### config.mk
export PLATFORM = sky130hd
export DESIGN_NAME = eem16_proj3
export DESIGN_NICKNAME = d
export VERILOG_FILES = /design/src/rtl/eem16_proj3_pkg.sv /design/src/rtl/eem16_proj3_next.sv /design/src/rtl/eem16_proj3.sv
export SDC_FILE = /design/constraint.sdc
export NUM_CORES = 1
export LEC_CHECK = 0
export ABC_AREA = 1
export BUFFER_PORTS_ARGS = -buffer_cell sky130_fd_sc_hd__buf_4
export CORE_AREA = 3 3 40 42
export CTS_CLUSTER_DIAMETER = 80
export DETAILED_ROUTE_END_ITERATION = 8
export DIE_AREA = 0 0 43 45
export GPL_ROUTABILITY_DRIVEN = 0
export GPL_TIMING_DRIVEN = 0
export SLEW_MARGIN = 40
export SYNTH_ARGS = -nofsm -noshare
export SYNTH_HDL_FRONTEND = slang
export SYNTH_SLANG_ARGS = --single-unit
export TNS_END_PERCENT = 100
### constraint.sdc
create_clock -name clk -period 0.8 [get_ports clk]
set_input_delay 0.04 -clock clk [delete_from_list [all_inputs] [get_ports clk]]
set_output_delay 0.04 -clock clk [all_outputs]
set_load 0.005 [all_outputs]
### src/rtl/eem16_proj3_pkg.sv
// Shared constants and state type for the gum vending controller.
package eem16_proj3_pkg;

  // Coin codes as presented on {x1, x0}; 2'b10 is invalid and treated as no coin.
  localparam logic [1:0] COIN_NONE   = 2'b00;
  localparam logic [1:0] COIN_NICKEL = 2'b01;
  localparam logic [1:0] COIN_DIME   = 2'b11;

  localparam int unsigned PRICE_CENTS = 20;

  // Credit held toward the gum price.
  typedef enum logic [1:0] {
    C0  = 2'b00,
    C5  = 2'b01,
    C10 = 2'b10,
    C15 = 2'b11
  } state_t;

endpackage

### src/rtl/eem16_proj3_next.sv
// Combinational next-state and vend/change decode for the gum vending controller.
module eem16_proj3_next
  import eem16_proj3_pkg::*;
(
  input  state_t     state,
  input  logic       x1,
  input  logic       x0,
  output state_t     state_nxt,
  output logic       rg_nxt,
  output logic       rn_nxt
);

  logic [1:0] coin;
  logic       nickel;
  logic       dime;

  assign coin   = {x1, x0};
  assign nickel = (coin == COIN_NICKEL);
  assign dime   = (coin == COIN_DIME);

  // Transition table; a price of 20 is reached from C15+N, C10+D, and exceeded by C15+D.
  always_comb begin
    state_nxt = state;
    rg_nxt    = 1'b0;
    rn_nxt    = 1'b0;
    unique case (state)
      C0: begin
        if (nickel)    state_nxt = C5;
        else if (dime) state_nxt = C10;
      end
      C5: begin
        if (nickel)    state_nxt = C10;
        else if (dime) state_nxt = C15;
      end
      C10: begin
        if (nickel) begin
          state_nxt = C15;
        end else if (dime) begin
          state_nxt = C0;
          rg_nxt    = 1'b1;
        end
      end
      C15: begin
        if (nickel || dime) begin
          state_nxt = C0;
          rg_nxt    = 1'b1;
          rn_nxt    = dime;  // 25 cents paid, one nickel back
        end
      end
      // Unknown encoding falls back to idle with no pulses.
      default: begin
        state_nxt = C0;
      end
    endcase
  end

endmodule

### src/rtl/eem16_proj3.sv
// Gum vending controller top: credit state register plus registered RG/RN pulses.
module eem16_proj3
  import eem16_proj3_pkg::*;
(
  input  logic clk,
  input  logic reset,
  input  logic x1,
  input  logic x0,
  output logic RG,
  output logic RN
);

  state_t state_q;
  state_t state_d;
  logic   rg_q;
  logic   rg_d;
  logic   rn_q;
  logic   rn_d;

  eem16_proj3_next u_next (
    .state     (state_q),
    .x1        (x1),
    .x0        (x0),
    .state_nxt (state_d),
    .rg_nxt    (rg_d),
    .rn_nxt    (rn_d)
  );

  // Credit state register; reset discards partial credit without change.
  always_ff @(posedge clk or posedge reset) begin
    if (reset) begin
      state_q <= C0;
    end else begin
      state_q <= state_d;
    end
  end

  // Output flops: each pulse lasts exactly the cycle following the completing edge.
  always_ff @(posedge clk or posedge reset) begin
    if (reset) begin
      rg_q <= 1'b0;
      rn_q <= 1'b0;
    end else begin
      rg_q <= rg_d;
      rn_q <= rn_d;
    end
  end

  // Actuator outputs come straight from the flops.
  always_comb begin
    RG = rg_q;
    RN = rn_q;
  end

endmodule

==> impl_metrics.ini <==
[worst_setup_path]
worstPathRequired_ps = 930
crit_top_cell = nand2_1
crit_chain = o21ai_1 > nand2_1 > nand2_1 > inv_1
critPathBufInv = 1
end_kind = register
cp_max_fo = 3
path_delay_family = flip-flops
cp-start-kind = register
crit_slowest_cell = dfrtp_1
slowest_delay_ps = 400
cp_data_arrival_time_ps = 910
criticalPathCategory = register to register

[placement]
place.port_buffers = 5
placed_area_um2 = 226
dp_hpwl_um = 240

[routing]
via_per_inst = 3.20
drt-pass1-iter-count = 1
vias = 144
routed_wl_um = 314
wire_per_inst_um = 6.98
drt_iter0_drc = 0
drc = 0
ant_nets = 0

[logic_synthesis]
ys_async_sr_fraction_pct = 100
synth_seq_cells = 4
yosysSeqAreaShare_pct = 58.8
synth_top_area_share_pct = 58.8
ys.flop_type = dfrtp_1
yosysTopAreaCell = dfrtp_1
syn_area_um2 = 170
ys.warnings.count = 0
synth.distinct_cells = 6
synth_edf_count = 0
synth_common_cells = inv_1, nand2_1, dfrtp_1, nand3_1, o21ai_0
synth.avg_cell_area_um2 = 8.10
synth.top_cells.by_area = dfrtp_1, inv_1, nand2_1
synthCells = 21
syn_nets = 25

[global_route]
gr-total-overflow = 0
grt_pass1_vias = 165
antenna_found_initial = 0
globalRouteTotalUtil_pct = 4.35
grt_max_degree = 6
grt_first_pass_wirelength_um = 552

[pwr]
power_w = 0.000637
cellPowerDensity_mw_per_mm2 = 2410
leakage_nw = 0.153
ir_drop_uv = 355

[final_layout]
fillCellCount = 144
multi_input_area_um2 = 52.6
areaGrowthSynthToFinish_pct = 55.1
regArea_um2 = 100
nets = 36
drive_above_1_share_pct = 33.3
antennaDiodeCount = 0
fin_area_um2 = 264

[clock_tree]
clk_pin_slew_ps = 40
cts.path.max_buffers = 2
clk_latency_ps = 230
cts_sinks = 4
numCtsBuffers = 3
h-tree-depth = 1
clockRootBuffer = clkbuf_4
cts_tree = yes

[timing]
min_period_over_period_pct = 97.8
rsz0062_at_grt = true
slew_headroom_pct = 89.1
fin_worst_skew_ps = 1.66
worstMarginPinSlew_ps = 162
hold_viol = 0
slew_viol_final = 0
layout_min_cycle_time_ps = 782
setup_viol = 0
fmax_ghz = 1.28

[die]
start_util_pct = 13.2
die_h_um = 45
die-area_mm2 = 0.00194
core_region_area_mm2 = 0.00128
io_pins = 6
rows = 13
die_w_um = 43

[outcome]
status = finished clean

[flow_run]
cap_viol_max_count = 0

[min_path]
min_path_type = input pin to register
[final timing paths]
check                                   to  slack, ps       start  depth (start not counted)
min in group asynchronous               RG        250       reset                          3
max in group asynchronous               RN        410       reset                          3
worst max register to register  state_q[1]         20  state_q[0]                          4
worst min-delay path                    RN         50          x1                          3
worst min register to register  state_q[0]        530  state_q[0]                          2
worst max-delay path            state_q[1]         20  state_q[0]                          4
[where the power goes]
group          leakage, nW  switching [W]  internal (W)  total [W]
sequential          0.0506      0.0000322      0.000243   0.000275
clock               0.0138      0.0000760      0.000167   0.000243
combinational       0.0883      0.0000609     0.0000574   0.000118
total                0.153       0.000169      0.000468   0.000637
[registers in the layout, indices dropped and copies added, names as in the netlist]
| signal | cells |
|---|---|
| state_q | 2 |
| RG | 1 |
| RN | 1 |
[cell type report]
type                    instances  share of cell area (%)
well taps                      15                    7.11
flip-flops and latches          4                    37.9
inverters                       6                    8.53
clock buffers                   3                    8.53
repair buffers                  6                    18.0
multi-input cells              11                    19.9
[worst reg2reg max path: stages (launching register included)]
cell and delay, ps:
dfrtp_1 400, o21ai_1 120, nand2_1 60, nand2_1 60, inv_1 30
[cells in the final DEF, fill, tap and decap left out]
master | netlist | routed
nand3_1 | 2 | 1
nand2_1 | 6 | 6
buf_4 | 0 | 5
nor3_1 | 1 | 1
inv_2 | 0 | 1
dfrtp_1 | 4 | 4
clkbuf_4 | 0 | 3
nand3_2 | 0 | 1
o21ai_1 | 0 | 2
inv_1 | 6 | 5
dlygate4sd3_1 | 0 | 1
[metrics by stage]
| step | setup TNS [ps] | setup slack (ps) | hold slack (ps) | std cells | utilization (%) |
|---|---|---|---|---|---|
| 3_5_place_dp | -11.0 | -11.0 | -65.8 | 41 | 17.6 |
| 6_report | 0 | 17.9 | 53.6 | 45 | 20.5 |
| 2_1_floorplan | 0 | 43.4 | -194 | 21 | - |
| 3_3_place_gp | -17.0 | -17.0 | -67.2 | 41 | 17.6 |
| 5_1_grt | -53.8 | -53.8 | 81.3 | 45 | 20.5 |
| 4_1_cts | 0 | 0.314 | 46.3 | 45 | 20.2 |
[metal layers]
layer  vias up  track usage [%]  share of wire, %
met5         -                0                 0
met4         0             9.04                 0
met3         0                0               4.5
met2         5             4.79                47
met1        59             5.13                48
li1         80                -                 -
[kinds of logic (layout without fill, tap and decap cells)]
| logic type | count (synthesis) | in the layout | share of synthesized area, % |
|---|---|---|---|
| AOI/OAI and AO/OA | 2 | 2 | 5.88 |
| DFF | 4 | 4 | 58.8 |
| buffers and inverters | 6 | 15 | 13.2 |
| and+or+nand+nor | 9 | 9 | 22.1 |
[what timing repair did]
item                                   in CTS  in global routing
setup buffers                               0                  0
pin swaps                                   0                  2
hold buffers                                1                  0
endpoints found under the hold margin       4                  0
setup endpoints to repair                   1                  3
resized for setup                           1                  3
No activity file was read; power rests on OpenSTA's default activity.
